===== config.mk =====
export PLATFORM = sky130hd
export DESIGN_NAME = rook
export DESIGN_NICKNAME = d
export VERILOG_FILES = /design/src/rtl/chess_pkg.sv /design/src/rtl/rook_board_buf.sv /design/src/rtl/rook.sv
export SDC_FILE = /design/constraint.sdc
export NUM_CORES = 1
export LEC_CHECK = 0
export ABC_AREA = 1
export BUFFER_PORTS_ARGS = -buffer_cell sky130_fd_sc_hd__buf_2
export CORE_MARGIN = 2
export CORE_UTILIZATION = 44
export CTS_BUF_LIST = sky130_fd_sc_hd__clkbuf_16
export DETAILED_ROUTE_END_ITERATION = 6
export SYNTH_ARGS = -nofsm -noshare
export SYNTH_HDL_FRONTEND = slang
export SYNTH_SLANG_ARGS = --single-unit

===== constraint.sdc =====
create_clock -name clk -period 8.52 [get_ports clk]
set_input_delay 0.426 -clock clk [delete_from_list [all_inputs] [get_ports clk]]
set_output_delay 0.426 -clock clk [all_outputs]
set_load 0.01 [all_outputs]

===== src/rtl/chess_pkg.sv =====
// Shared chess types and constants: piece codes, square index, FSM states,
// scan directions and the slave register map.
package chess_pkg;

  typedef logic [5:0]        sq_t;
  typedef logic signed [7:0] piece_t;

  localparam piece_t EMPTY   = 8'sd0;
  localparam piece_t W_PAWN0 = 8'sd1;
  localparam piece_t W_ROOK0 = 8'sd9;
  localparam piece_t W_ROOK1 = 8'sd10;
  localparam piece_t W_KING  = 8'sd48;
  localparam piece_t B_PAWN0 = -8'sd1;
  localparam piece_t B_ROOK0 = -8'sd9;
  localparam piece_t B_ROOK1 = -8'sd10;
  localparam piece_t B_KING  = -8'sd48;

  typedef enum logic [2:0] {
    ST_IDLE, ST_LOAD, ST_FIND, ST_SCAN, ST_EMIT, ST_DONE
  } state_t;

  // DIR_END marks all four rays exhausted
  typedef enum logic [2:0] {
    DIR_N, DIR_S, DIR_E, DIR_W, DIR_END
  } dir_t;

  localparam logic [3:0] REG_CTRL  = 4'd0;
  localparam logic [3:0] REG_SRC   = 4'd1;
  localparam logic [3:0] REG_PIECE = 4'd2;
  localparam logic [3:0] REG_DST   = 4'd3;

  function automatic logic [31:0] sext8(input piece_t p);
    return {{24{p[7]}}, p};
  endfunction

endpackage


===== src/rtl/rook_board_buf.sv =====
// 64-square board copy: one write port filled during LOAD, two asynchronous
// read ports (ray lookup and successor-board streaming).
module rook_board_buf
  import chess_pkg::*;
(
  input  logic   clk,
  input  logic   we,
  input  sq_t    waddr,
  input  piece_t wdata,
  input  sq_t    raddr_a,
  output piece_t rdata_a,
  input  sq_t    raddr_b,
  output piece_t rdata_b
);

  piece_t mem [64];

  always_ff @(posedge clk) begin
    if (we) mem[waddr] <= wdata;
  end

  assign rdata_a = mem[raddr_a];
  assign rdata_b = mem[raddr_b];

endmodule


===== src/rtl/rook.sv =====
// Rook move generator: loads a board over Avalon-MM, writes one successor board
// per pseudo-legal move. ROOK_KING_CAPTURE_BLOCK_EN makes an enemy king a blocker.
module rook
  import chess_pkg::*;
#(
  parameter int MAX_MOVES = 14
)(
  input  logic        clk,
  input  logic        rst_n,
  output logic        slave_waitrequest,
  input  logic [3:0]  slave_address,
  input  logic        slave_read,
  output logic [31:0] slave_readdata,
  input  logic        slave_write,
  input  logic [31:0] slave_writedata,
  input  logic        master_waitrequest,
  output logic [31:0] master_address,
  output logic        master_read,
  input  logic [31:0] master_readdata,
  input  logic        master_readdatavalid,
  output logic        master_write,
  output logic [31:0] master_writedata
);

  localparam int CNT_W = $clog2(MAX_MOVES + 1);

  state_t           state, state_nxt;
  logic [31:0]      src_base, dst_base, piece_word;
  piece_t           piece;
  logic [CNT_W-1:0] count;
  sq_t              ld_idx, find_idx, src_sq, cur_sq, dst_sq, em_idx, nxt_sq;
  dir_t             dir;
  logic             rd_wait, stop_after;
  logic             busy, start, cfg_we, rd_done, find_hit;
  logic             at_edge, sq_empty, sq_opp, sq_capt, scan_fin, scan_emit;
  sq_t              raddr_a;
  piece_t           sq_val, em_board, em_val;
  logic             unused_bits;

  assign piece       = piece_word[7:0];
  assign unused_bits = ^{piece_word[31:8], master_readdata[31:8]};

  // DONE counts as not busy so a stalled count read completes there
  assign busy    = (state == ST_LOAD) || (state == ST_FIND) ||
                   (state == ST_SCAN) || (state == ST_EMIT);
  assign cfg_we  = slave_write && !busy;
  assign start   = cfg_we && (slave_address == REG_CTRL);
  assign rd_done = rd_wait && master_readdatavalid;

  rook_board_buf u_buf (
    .clk     (clk),
    .we      ((state == ST_LOAD) && rd_done),
    .waddr   (ld_idx),
    .wdata   (master_readdata[7:0]),
    .raddr_a (raddr_a),
    .rdata_a (sq_val),
    .raddr_b (em_idx),
    .rdata_b (em_board)
  );

  assign raddr_a  = (state == ST_FIND) ? find_idx : nxt_sq;
  assign find_hit = (state == ST_FIND) && (sq_val == piece);

  // Next square along the current ray; rank/file limits stop file wrap-around
  always_comb begin
    at_edge = 1'b1;
    nxt_sq  = cur_sq;
    unique case (dir)
      DIR_N:   begin at_edge = (cur_sq[5:3] == 3'd7); nxt_sq = cur_sq + 6'd8; end
      DIR_S:   begin at_edge = (cur_sq[5:3] == 3'd0); nxt_sq = cur_sq - 6'd8; end
      DIR_E:   begin at_edge = (cur_sq[2:0] == 3'd7); nxt_sq = cur_sq + 6'd1; end
      DIR_W:   begin at_edge = (cur_sq[2:0] == 3'd0); nxt_sq = cur_sq - 6'd1; end
      default: ;
    endcase
  end

  assign sq_empty = (sq_val == EMPTY);
  assign sq_opp   = !sq_empty && (sq_val[7] != piece[7]);
`ifdef ROOK_KING_CAPTURE_BLOCK_EN
  assign sq_capt  = sq_opp && (sq_val != W_KING) && (sq_val != B_KING);
`else
  assign sq_capt  = sq_opp;
`endif
  assign scan_fin  = (dir == DIR_END) || (int'(count) >= MAX_MOVES);
  assign scan_emit = !scan_fin && !at_edge && (sq_empty || sq_capt);

  assign em_val = (em_idx == src_sq) ? EMPTY :
                  (em_idx == dst_sq) ? piece : em_board;

  always_ff @(posedge clk or negedge rst_n) begin
    if (!rst_n) state <= ST_IDLE;
    else        state <= state_nxt;
  end

  always_comb begin
    state_nxt = state;
    unique case (state)
      ST_IDLE: if (start) state_nxt = ST_LOAD;
      ST_LOAD: if (rd_done && ld_idx == 6'd63) state_nxt = ST_FIND;
      ST_FIND: begin
        if (find_hit)                state_nxt = ST_SCAN;
        else if (find_idx == 6'd63)  state_nxt = ST_DONE;
      end
      ST_SCAN: begin
        if (scan_fin)       state_nxt = ST_DONE;
        else if (scan_emit) state_nxt = ST_EMIT;
      end
      ST_EMIT: if (!master_waitrequest && em_idx == 6'd63) state_nxt = ST_SCAN;
      ST_DONE: state_nxt = start ? ST_LOAD : ST_IDLE;
      default: state_nxt = ST_IDLE;
    endcase
  end

  always_comb begin
    master_read      = 1'b0;
    master_write     = 1'b0;
    master_address   = '0;
    master_writedata = '0;
    unique case (state)
      ST_LOAD: if (!rd_wait) begin
        master_read    = 1'b1;
        master_address = src_base + 32'(ld_idx);
      end
      ST_EMIT: begin
        master_write     = 1'b1;
        master_address   = dst_base + (32'(count) << 6) + 32'(em_idx);
        master_writedata = sext8(em_val);
      end
      default: ;
    endcase
    slave_waitrequest = busy && (slave_write || (slave_read && slave_address == REG_CTRL));
  end

  always_comb begin
    slave_readdata = '0;
    if (slave_read) begin
      unique case (slave_address)
        REG_CTRL:  slave_readdata = 32'(count);
        REG_SRC:   slave_readdata = src_base;
        REG_PIECE: slave_readdata = piece_word;
        REG_DST:   slave_readdata = dst_base;
        default:   slave_readdata = '0;
      endcase
    end
  end

  always_ff @(posedge clk or negedge rst_n) begin
    if (!rst_n) begin
      src_base   <= '0;
      dst_base   <= '0;
      piece_word <= '0;
      count      <= '0;
      ld_idx     <= '0;
      find_idx   <= '0;
      src_sq     <= '0;
      cur_sq     <= '0;
      dst_sq     <= '0;
      em_idx     <= '0;
      dir        <= DIR_N;
      rd_wait    <= 1'b0;
      stop_after <= 1'b0;
    end else begin
      if (cfg_we) begin
        unique case (slave_address)
          REG_SRC:   src_base   <= slave_writedata;
          REG_PIECE: piece_word <= slave_writedata;
          REG_DST:   dst_base   <= slave_writedata;
          default:   ;
        endcase
      end
      unique case (state)
        ST_IDLE, ST_DONE: if (start) begin
          count    <= '0;
          ld_idx   <= '0;
          find_idx <= '0;
          rd_wait  <= 1'b0;
        end
        ST_LOAD: begin
          if (master_read && !master_waitrequest) rd_wait <= 1'b1;
          if (rd_done) begin
            rd_wait <= 1'b0;
            ld_idx  <= ld_idx + 6'd1;
          end
        end
        ST_FIND: begin
          find_idx <= find_idx + 6'd1;
          if (find_hit) begin
            src_sq <= find_idx;
            cur_sq <= find_idx;
            dir    <= DIR_N;
          end
        end
        ST_SCAN: if (!scan_fin) begin
          if (scan_emit) begin
            dst_sq     <= nxt_sq;
            stop_after <= !sq_empty;
            em_idx     <= '0;
          end else begin
            dir    <= dir_t'(dir + 3'd1);
            cur_sq <= src_sq;
          end
        end
        // a capture ends its ray; a quiet move continues from the new square
        ST_EMIT: if (!master_waitrequest) begin
          em_idx <= em_idx + 6'd1;
          if (em_idx == 6'd63) begin
            count <= count + 1'b1;
            if (stop_after) begin
              dir    <= dir_t'(dir + 3'd1);
              cur_sq <= src_sq;
            end else begin
              cur_sq <= dst_sq;
            end
          end
        end
        default: ;
      endcase
    end
  end

endmodule


==> results of run 1 <==
==> metrics by stage <==
step,utilization [%],std cells
2_1_floorplan,-,4380
3_3_place_gp,46.1,5354
3_5_place_dp,46.1,5354
4_1_cts,49.0,5493
5_1_grt,49.0,5493
6_report,49.0,5493
==> logic make-up after synthesis <==
kind of cell               share of synthesized area, %
buffers and inverters                              9.90
and+or+nand+nor                                    22.5
DFF                                                52.0
adders and majority gates                          1.12
AOI/OAI and AO/OA                                  14.1
xor gates and xnor gates                          0.408
==> Yosys cell counts, types with 28 or more instances <==
| cell type | instances |
|---|---|
| sky130_fd_sc_hd__nor3_1 | 37 |
| sky130_fd_sc_hd__edfxtp_1 | 512 |
| sky130_fd_sc_hd__nand2_1 | 833 |
| sky130_fd_sc_hd__nor2_1 | 193 |
| sky130_fd_sc_hd__a21oi_1 | 278 |
| sky130_fd_sc_hd__clkbuf_1 | 177 |
| sky130_fd_sc_hd__dfrtp_1 | 144 |
| sky130_fd_sc_hd__inv_1 | 576 |
| sky130_fd_sc_hd__o211ai_1 | 62 |
| sky130_fd_sc_hd__ha_1 | 28 |
| sky130_fd_sc_hd__o21ai_0 | 442 |
| sky130_fd_sc_hd__buf_4 | 33 |
| sky130_fd_sc_hd__nand3_1 | 721 |
| sky130_fd_sc_hd__o22ai_1 | 30 |
| sky130_fd_sc_hd__nand3b_1 | 41 |
| sky130_fd_sc_hd__buf_2 | 46 |
==> state kept, by name, summed over array words and instances (netlist names) <==
register    count
em_idx          6
stop_after      1
src_base       32
find_idx        6
ld_idx          6
u_buf.mem     512
dst_sq          6
rd_wait         1
piece_word     32
src_sq          6
cur_sq          6
count           4
dir             3
state           3
dst_base       32
==> layout make-up <==
type	instances	area, sq um
Clock buffer	78	1950
Clock inverter	60	417
Fill cell	7724	41900
Inverter	590	2220
Multi-Input combinational cell	2838	14000
Sequential cell	656	19000
Tap cell	1070	1340
Timing Repair Buffer	201	1280
==> placed cells by master, fill, tap and decap left out, types with 19 or more instances in the layout <==
cell type,count
sky130_fd_sc_hd__o22ai_1,30
sky130_fd_sc_hd__nor2_1,191
sky130_fd_sc_hd__clkinv_1,21
sky130_fd_sc_hd__o221ai_1,22
sky130_fd_sc_hd__buf_4,41
sky130_fd_sc_hd__nor3_1,35
sky130_fd_sc_hd__nand2_1,827
sky130_fd_sc_hd__o211ai_1,62
sky130_fd_sc_hd__edfxtp_1,512
sky130_fd_sc_hd__dfrtp_1,141
sky130_fd_sc_hd__a21oi_1,278
sky130_fd_sc_hd__nand3_1,721
sky130_fd_sc_hd__inv_1,596
sky130_fd_sc_hd__a31oi_1,19
sky130_fd_sc_hd__buf_2,147
sky130_fd_sc_hd__clkbuf_16,78
sky130_fd_sc_hd__nand3b_1,41
sky130_fd_sc_hd__o21ai_0,442
sky130_fd_sc_hd__ha_1,28
==> power groups by stage <==
stage               Clock (mW)  Sequential (mW)  Combinational [mW]
floorplan                    0             4.00                4.98
global placement             0             4.16                7.36
detailed placement           0             4.16                7.40
CTS                       3.20             4.10                7.43
global route              3.33             4.14                8.22
finish                    3.16             4.11                7.63
==> routing by layer <==
layer  track usage [%]  up-vias
met5                 0        -
met4              13.4        4
met3              5.23      323
met2              45.5     1601
met1              38.8    15200
li1                  -    14900
==> timing repair <==
item | 4_1_cts | 5_1_grt
hold buffers | 1 | 0
endpoints found under the hold margin | 89 | 0
gates resized for setup | 0 | 0
==> worst paths after layout <==
| path | endpoint | start | cells after the start | slack, ns |
|---|---|---|---|---|
| setup / recovery | master_address[28] | em_idx[1] | 23 | 2.72 |
| max in group asynchronous | dst_base[15] | rst_n | 3 | 6.77 |
| hold reg to reg | dst_base[30] | dst_base[30] | 2 | 0.49 |
| min in group asynchronous | dst_sq[4] | rst_n | 2 | 0.45 |
| hold / removal | dst_base[31] | slave_writedata[31] | 3 | 0.08 |
| setup reg to reg | dst_sq[1] | dir[0] | 26 | 2.81 |
==> critical path: stages (launching register included) <==
cell and delay [ns]:
sky130_fd_sc_hd__dfrtp_4 0.79, sky130_fd_sc_hd__inv_4 0.30, sky130_fd_sc_hd__fa_1 0.48, sky130_fd_sc_hd__inv_1 0.08, sky130_fd_sc_hd__nand2_1 0.07, sky130_fd_sc_hd__o21ai_1 0.25, sky130_fd_sc_hd__a21boi_0 0.17, sky130_fd_sc_hd__nor2_1 0.16
sky130_fd_sc_hd__nor2_1 0.06, sky130_fd_sc_hd__o21bai_1 0.20, sky130_fd_sc_hd__a21boi_1 0.15, sky130_fd_sc_hd__nor2_1 0.23, sky130_fd_sc_hd__nand2_1 0.14, sky130_fd_sc_hd__nor3_1 0.30, sky130_fd_sc_hd__nand2_1 0.12, sky130_fd_sc_hd__nor2_1 0.21
sky130_fd_sc_hd__nand2_1 0.09, sky130_fd_sc_hd__nor2_1 0.17, sky130_fd_sc_hd__nand3_1 0.12, sky130_fd_sc_hd__nor2_1 0.22, sky130_fd_sc_hd__nand2_1 0.09, sky130_fd_sc_hd__nand3_1 0.10, sky130_fd_sc_hd__nand2_1 0.07, sky130_fd_sc_hd__buf_2 0.14
==> impl_results.html, run 1 <==
<table>
<tr><th>Metric</th><th>Value</th></tr>
<tr><th colspan="2">Clock tree</th></tr>
<tr><td>CTS Root Buffer Type</td><td>sky130_fd_sc_hd__clkbuf_16</td></tr>
<tr><td>Clk_lat worst skew</td><td>0.64 ns</td></tr>
<tr><td>Number of buffers inserted by post-CTS setup repair</td><td>0</td></tr>
<tr><td>Number of levels the H-tree was split into</td><td>3</td></tr>
<tr><td>Clock sinks</td><td>656</td></tr>
<tr><td>Clock transition time at the flip-flop clock pins of the worst setup and hold paths</td><td>0.06 ns</td></tr>
<tr><td>Maximum count of clock buffers along a single path</td><td>3</td></tr>
<tr><td>Number of CTS-inserted buffers</td><td>76</td></tr>
<tr><td>CTS tree</td><td>built</td></tr>
<tr><th colspan="2">STA</th></tr>
<tr><td>Worst hold slack after final layout</td><td>0.0789 ns</td></tr>
<tr><td>Total count of hold-check failures in the final report</td><td>0</td></tr>
<tr><td>Final critical-path required period</td><td>5.80 ns</td></tr>
<tr><td>Setup TNS</td><td>0 ns</td></tr>
<tr><td>Maximum operating frequency</td><td>172 MHz</td></tr>
<tr><td>Slew of the pin with the lowest slew margin</td><td>1.20 ns</td></tr>
<tr><td>Tcrit/Tclk final</td><td>68.1%</td></tr>
<tr><td>Number of max-slew violations in the final report</td><td>0</td></tr>
<tr><td>Setup skew after layout</td><td>0.0262 ns</td></tr>
<tr><td>Final Worst Setup Slack</td><td>2.72 ns</td></tr>
<tr><td>Rel. slew slack</td><td>19.7%</td></tr>
<tr><td>Unrepaired setup endpoints after global routing</td><td>false</td></tr>
<tr><td>Number of endpoints failing setup at the final stage</td><td>0</td></tr>
<tr><th colspan="2">Synthesis</th></tr>
<tr><td>Synth top area share</td><td>42.1%</td></tr>
<tr><td>Dominant cell type by area after synthesis</td><td>sky130_fd_sc_hd__edfxtp_1</td></tr>
<tr><td>Number of warnings issued by yosys</td><td>0</td></tr>
<tr><td>Number of distinct library cells after synthesis</td><td>52</td></tr>
<tr><td>EDFF count, synth</td><td>512</td></tr>
<tr><td>Synthesized instance count</td><td>4380</td></tr>
<tr><td>Share of synthesized flip-flops with an asynchronous set or reset</td><td>22.0%</td></tr>
<tr><td>Synth Net Count</td><td>4485</td></tr>
<tr><td>Sequential cell area fraction in the yosys report</td><td>52.0%</td></tr>
<tr><td>Mean area per synthesized cell</td><td>8.34 sq um</td></tr>
<tr><td>Post-synth top flop</td><td>sky130_fd_sc_hd__edfxtp_1</td></tr>
<tr><td>Synthesized flop and latch total</td><td>656</td></tr>
<tr><td>Synthesized cell area</td><td>36500 sq um</td></tr>
<tr><td>Ranking of synthesized cells by area</td><td>sky130_fd_sc_hd__edfxtp_1 (42%), sky130_fd_sc_hd__nand3_1 (9.9%), sky130_fd_sc_hd__dfrtp_1 (9.9%)</td></tr>
<tr><th colspan="2">Placed design</th></tr>
<tr><td>Number of port buffers</td><td>148</td></tr>
<tr><td>Placement-stage cell area</td><td>37800 sq um</td></tr>
<tr><td>Global placer's final weighted congestion</td><td>0.912</td></tr>
<tr><td>Setup slack after placement</td><td>3.03 ns</td></tr>
<tr><td>Detailed Place HPWL</td><td>76700 um</td></tr>
<tr><th colspan="2">Power</th></tr>
<tr><td>Leakage</td><td>16.7 nW</td></tr>
<tr><td>Fraction of power consumed by sequential logic</td><td>27.6%</td></tr>
<tr><td>Total chip power</td><td>14.9 mW</td></tr>
<tr><td>Switching power</td><td>7.32 mW</td></tr>
<tr><td>Net switching share of the total power</td><td>49.1%</td></tr>
<tr><td>Clock Power Share</td><td>21.2%</td></tr>
<tr><td>PD cells</td><td>371 nW/um^2</td></tr>
<tr><td>Proportion of power drawn by combinational gates</td><td>51.2%</td></tr>
<tr><td>Worst IR drop on VDD</td><td>0.224 mV</td></tr>
<tr><td>Internal Power</td><td>7.59 mW</td></tr>
<tr><th colspan="2">Drt</th></tr>
<tr><td>Routed WL per cell</td><td>22.9 um</td></tr>
<tr><td>First-pass iteration count of the detailed router</td><td>6</td></tr>
<tr><td>1st-iter DRT viols</td><td>3751</td></tr>
<tr><td>Routed met3 length</td><td>11200 um</td></tr>
<tr><td>DRC violation count after routing</td><td>0</td></tr>
<tr><td>Average via count per standard cell</td><td>5.84</td></tr>
<tr><td>Via count of the routed design</td><td>32.1k</td></tr>
<tr><td>Met2 wirelength from detailed routing</td><td>57700 um</td></tr>
<tr><td>Post-DRT Antenna Nets</td><td>0</td></tr>
<tr><td>Routed metal-1 wire length</td><td>51300 um</td></tr>
<tr><td>Uppermost routed layer</td><td>met5</td></tr>
<tr><td>Final wirelength</td><td>126000 um</td></tr>
<tr><th colspan="2">Die</th></tr>
<tr><td>Starting density of the core</td><td>44.5%</td></tr>
<tr><td>Die Wd</td><td>292 um</td></tr>
<tr><td>Io pins</td><td>173</td></tr>
<tr><td>Area of the die</td><td>85300 sq um</td></tr>
<tr><td>Core region area</td><td>82100 sq um</td></tr>
<tr><td>Die height</td><td>292 um</td></tr>
<tr><td>Number of placement rows</td><td>105</td></tr>
<tr><th colspan="2">Cells and area</th></tr>
<tr><td>Area added between synthesis and finish</td><td>10.1%</td></tr>
<tr><td>Post-route cell area</td><td>40200 sq um</td></tr>
<tr><td>Fraction of layout cells with a size suffix above 1</td><td>7.87%</td></tr>
<tr><td>Inserted Diodes</td><td>0</td></tr>
<tr><td>Layout Nets</td><td>4468</td></tr>
<tr><th colspan="2">Run</th></tr>
<tr><td># Max-Cap Violations</td><td>0</td></tr>
<tr><th colspan="2">Global routing</th></tr>
<tr><td>Maximum number of pins on one net before global-route repair</td><td>151</td></tr>
<tr><td>GR Overflow Total</td><td>0</td></tr>
<tr><td>Vias in the first global route</td><td>29.6k</td></tr>
<tr><td>All-layer global routing usage</td><td>28.9%</td></tr>
<tr><td>Global-route wire length before repair</td><td>186000 um</td></tr>
<tr><td>Antenna violations before repair</td><td>4</td></tr>
<tr><th colspan="2">Worst hold path</th></tr>
<tr><td>Hold crit path type</td><td>input port to register</td></tr>
<tr><th colspan="2">Run status</th></tr>
<tr><td>Result of the run</td><td>finished, final reports clean</td></tr>
<tr><th colspan="2">Critical path</th></tr>
<tr><td>Required arrival time at the worst endpoint</td><td>8.09 ns</td></tr>
<tr><td>CP Class</td><td>register to primary output</td></tr>
<tr><td>Worst EP arrival</td><td>5.38 ns</td></tr>
<tr><td>Largest fanout of any net on the critical path</td><td>31</td></tr>
<tr><td>Element type at the critical path start</td><td>register</td></tr>
<tr><td>Worst Setup End Kind</td><td>primary output</td></tr>
</table>
Power figures use the tool's default switching activity.
==> run 2, diff against run 1 <==
Clock period 8.52 ns to 6.05 ns, I/O delays scaled along.
==> run 2 against run 1 <==
  * Clock-buffer cell count is the same
  * Cell count grew 0.75%
  * Largest power group unchanged
  * Total power grew 42%
  * Critical path depth grew 1
  * Largest cell class unchanged
==> impl_results.html, run 2 (synthesis results as in run 1) <==
<table>
<tr><th>Metric</th><th>Value</th></tr>
<tr><th colspan="2">Power</th></tr>
<tr><td>Leakage</td><td>16.9 nW (+1.1%)</td></tr>
<tr><td>Internal Power</td><td>10.7 mW (+42%)</td></tr>
<tr><td>PD cells</td><td>520 nW/um^2 (+40%)</td></tr>
<tr><td>Switching power</td><td>10.4 mW (+42%)</td></tr>
<tr><td>Net switching share of the total power</td><td>49.1% (about the same)</td></tr>
<tr><td>Clock Power Share</td><td>20.9% (-0.3 points)</td></tr>
<tr><td>Proportion of power drawn by combinational gates</td><td>51.6% (+0.4 points)</td></tr>
<tr><td>Worst IR drop on VDD</td><td>0.460 mV (+110%)</td></tr>
<tr><td>Fraction of power consumed by sequential logic</td><td>27.4% (-0.2 points)</td></tr>
<tr><th colspan="2">Cells and area</th></tr>
<tr><td>Inserted Diodes</td><td>0 (unchanged)</td></tr>
<tr><td>Area added between synthesis and finish</td><td>11.1%</td></tr>
<tr><td>Largest reg by FF count</td><td>u_buf.mem</td></tr>
<tr><td>Most used cells in the layout excluding fill and tap cells</td><td>sky130_fd_sc_hd__nand2_1 (827), sky130_fd_sc_hd__nand3_1 (721), sky130_fd_sc_hd__inv_1 (589)</td></tr>
<tr><td>Fill cells</td><td>7721 (-0.039%)</td></tr>
<tr><td>Fraction of layout cells with a size suffix above 1</td><td>8.18% (+0.31 points)</td></tr>
<tr><td>Number of flip-flops in the largest register</td><td>512 (unchanged)</td></tr>
<tr><td>Layout Nets</td><td>4509 (+0.92%)</td></tr>
<tr><td>Most common library cell in the layout ignoring fill and taps</td><td>sky130_fd_sc_hd__nand2_1</td></tr>
<tr><td>Post-route cell area</td><td>40600 sq um (+0.96%)</td></tr>
<tr><th colspan="2">Critical path</th></tr>
<tr><td>CP Class</td><td>register to primary output</td></tr>
<tr><td>Worst Setup End Kind</td><td>primary output</td></tr>
<tr><td>Setup slack of the worst register-to-register path</td><td>0.77 ns (-2.04 ns)</td></tr>
<tr><td>Element type at the critical path start</td><td>register</td></tr>
<tr><td>Largest fanout of any net on the critical path</td><td>28 (-9.7%)</td></tr>
<tr><td>Delay of the slowest cell on the worst path</td><td>0.71 ns (-0.08 ns)</td></tr>
<tr><td>Cell with the biggest individual delay on the critical path</td><td>sky130_fd_sc_hd__dfrtp_4</td></tr>
<tr><td>Worst EP arrival</td><td>5.02 ns (-0.36 ns)</td></tr>
<tr><td>Required arrival time at the worst endpoint</td><td>5.75 ns (-2.34 ns)</td></tr>
<tr><td>Series of cell instances along the critical path</td><td>ha_1 -&gt; inv_1 -&gt; fa_1 -&gt; inv_1 -&gt; nand2_1 -&gt; o21ai_1 -&gt; a21boi_0 -&gt; nor2_1 -&gt; nor2_1 -&gt; o21bai_1 -&gt; a21boi_1 -&gt; nor2_1 -&gt; nand2_1 -&gt; nor3_1 -&gt; nand2_1 -&gt; nor2_1 -&gt; nand2_1 -&gt; nor2_1 -&gt; nand3_1 -&gt; nor2_1 -&gt; nand2_1 -&gt; nand3_1 -&gt; nand2_1 -&gt; buf_2</td></tr>
<tr><th colspan="2">Placed design</th></tr>
<tr><td>Placement-stage cell area</td><td>38000 sq um (+0.33%)</td></tr>
<tr><td>Global placer's final weighted congestion</td><td>0.941 (+3.1%)</td></tr>
<tr><td>Number of port buffers</td><td>148 (unchanged)</td></tr>
<tr><td>Detailed Place HPWL</td><td>77900 um (+1.5%)</td></tr>
<tr><th colspan="2">Drt</th></tr>
<tr><td>First-pass iteration count of the detailed router</td><td>6 (unchanged)</td></tr>
<tr><td>1st-iter DRT viols</td><td>4072 (+8.6%)</td></tr>
<tr><td>DRC violation count after routing</td><td>0 (unchanged)</td></tr>
<tr><td>Final wirelength</td><td>126000 um (+0.20%)</td></tr>
<tr><td>Via count of the routed design</td><td>32.4k (+1.1%)</td></tr>
<tr><td>Routed WL per cell</td><td>22.8 um (-0.54%)</td></tr>
<tr><td>Average via count per standard cell</td><td>5.86 (+0.38%)</td></tr>
<tr><td>Post-DRT Antenna Nets</td><td>0 (unchanged)</td></tr>
<tr><th colspan="2">STA</th></tr>
<tr><td>Number of endpoints failing setup at the final stage</td><td>0 (unchanged)</td></tr>
<tr><td>Number of max-slew violations in the final report</td><td>0 (unchanged)</td></tr>
<tr><td>Rel. slew slack</td><td>24.4% (+4.7 points)</td></tr>
<tr><td>Tcrit/Tclk final</td><td>88.1%</td></tr>
<tr><td>Slew of the pin with the lowest slew margin</td><td>1.13 ns (-0.0698 ns)</td></tr>
<tr><td>Maximum operating frequency</td><td>188 MHz</td></tr>
<tr><td>Total count of hold-check failures in the final report</td><td>0 (unchanged)</td></tr>
<tr><td>Setup skew after layout</td><td>0.0320 ns (+0.00584 ns)</td></tr>
<tr><td>Setup TNS</td><td>0 ns (unchanged)</td></tr>
<tr><td>Unrepaired setup endpoints after global routing</td><td>false</td></tr>
<tr><td>Final critical-path required period</td><td>5.33 ns</td></tr>
<tr><th colspan="2">Die</th></tr>
<tr><td>Die Wd</td><td>292 um (unchanged)</td></tr>
<tr><td>Die height</td><td>292 um (unchanged)</td></tr>
<tr><td>Area of the die</td><td>85300 sq um (unchanged)</td></tr>
<tr><td>Number of placement rows</td><td>105 (unchanged)</td></tr>
<tr><td>Io pins</td><td>173 (unchanged)</td></tr>
<tr><td>Starting density of the core</td><td>44.5% (unchanged)</td></tr>
<tr><td>Core region area</td><td>82100 sq um (unchanged)</td></tr>
<tr><th colspan="2">Clock tree</th></tr>
<tr><td>Post-CTS Hold Fix Bufs</td><td>30 (+29)</td></tr>
<tr><td>Maximum count of clock buffers along a single path</td><td>3 (unchanged)</td></tr>
<tr><td>Number of levels the H-tree was split into</td><td>3 (unchanged)</td></tr>
<tr><td>Number of CTS-inserted buffers</td><td>76 (unchanged)</td></tr>
<tr><td>CTS tree</td><td>built</td></tr>
<tr><td>CTS Root Buffer Type</td><td>sky130_fd_sc_hd__clkbuf_16</td></tr>
<tr><td>Clock transition time at the flip-flop clock pins of the worst setup and hold paths</td><td>0.06 ns (about the same)</td></tr>
<tr><td>CTS resizes</td><td>0 (unchanged)</td></tr>
<tr><td>Clock sinks</td><td>656 (unchanged)</td></tr>
<tr><td>Clk_lat worst skew</td><td>0.64 ns (about the same)</td></tr>
<tr><td>Number of buffers inserted by post-CTS setup repair</td><td>0 (unchanged)</td></tr>
<tr><th colspan="2">Global routing</th></tr>
<tr><td>All-layer global routing usage</td><td>29.0% (+0.080 points)</td></tr>
<tr><td>Vias in the first global route</td><td>30.1k (+1.7%)</td></tr>
<tr><td>Global-route wire length before repair</td><td>187000 um (+0.62%)</td></tr>
<tr><td>GR Overflow Total</td><td>0 (unchanged)</td></tr>
<tr><td>Maximum number of pins on one net before global-route repair</td><td>151 (unchanged)</td></tr>
<tr><td>Antenna violations before repair</td><td>1 (-3)</td></tr>
<tr><th colspan="2">Worst hold path</th></tr>
<tr><td>Hold crit path type</td><td>input port to register</td></tr>
<tr><th colspan="2">Run status</th></tr>
<tr><td>Result of the run</td><td>finished, final reports clean</td></tr>
<tr><th colspan="2">Run</th></tr>
<tr><td># Max-Cap Violations</td><td>0 (unchanged)</td></tr>
</table>
## run 2: metal layers
layer	vias up	global-route usage, %	share of wire [%]
met5	-	0	0
met4	0	13.5	4.8
met3	323	4.58	9.6
met2	1672	45.5	45
met1	15400	39.5	40
li1	15000	-	-
## run 2: critical path: cells and delay by family (launching register included)
family	cells	cell delay [ns]
and+or+nand+nor	15	2.08
DFF	1	0.71
adders and majority gates	2	0.60
buffers and inverters	3	0.28
AOI/OAI and AO/OA	4	0.74
## run 2: area by class of cell
type | count | area, sq um | area share, %
sequential | 656 | 19000 | 46.8
multi-input combinational | 2838 | 14000 | 34.5
tap | 1070 | 1340 | 3.30
inverter | 590 | 2220 | 5.47
clock inverter | 60 | 388 | 0.956
clock buffer | 78 | 1950 | 4.81
timing repair buffer | 242 | 1700 | 4.20
## run 2: worst paths after layout
kind | startpoint | endpoint | cells after the start
worst max-delay path | em_idx[0] | master_address[28] | 24
worst min-delay path | slave_writedata[3] | piece_word[3] | 3
worst max register to register | dir[0] | cur_sq[3] | 27
worst min register to register | piece_word[12] | piece_word[12] | 2
max in group asynchronous | rst_n | src_base[22] | 3
min in group asynchronous | rst_n | src_sq[3] | 2
## run 2: per-stage QoR
| stage | util, % | power, mW | hold slack (ns) | setup slack, ns | cells |
|---|---|---|---|---|---|
| global placement | 46.2 | 16.3 | 0.466 | 0.967 | 5366 |
| global route | 49.4 | 22.2 | 0.0577 | 0.305 | 5534 |
| detailed placement | 46.2 | 16.4 | 0.473 | 0.954 | 5366 |
| floorplan | - | 12.6 | 0.00691 | 2.02 | 4380 |
| CTS | 49.4 | 20.8 | 0.00822 | 0.791 | 5534 |
| finish | 49.4 | 21.1 | 0.0328 | 0.723 | 5534 |
## run 2: power by group through the flow
stage | logic, mW | registers (mW) | clock network (mW)
floorplan | 7.02 | 5.63 | 0
global placement | 10.5 | 5.86 | 0
detailed placement | 10.5 | 5.86 | 0
CTS | 10.6 | 5.78 | 4.46
global route | 11.7 | 5.85 | 4.63
finish | 10.9 | 5.79 | 4.42
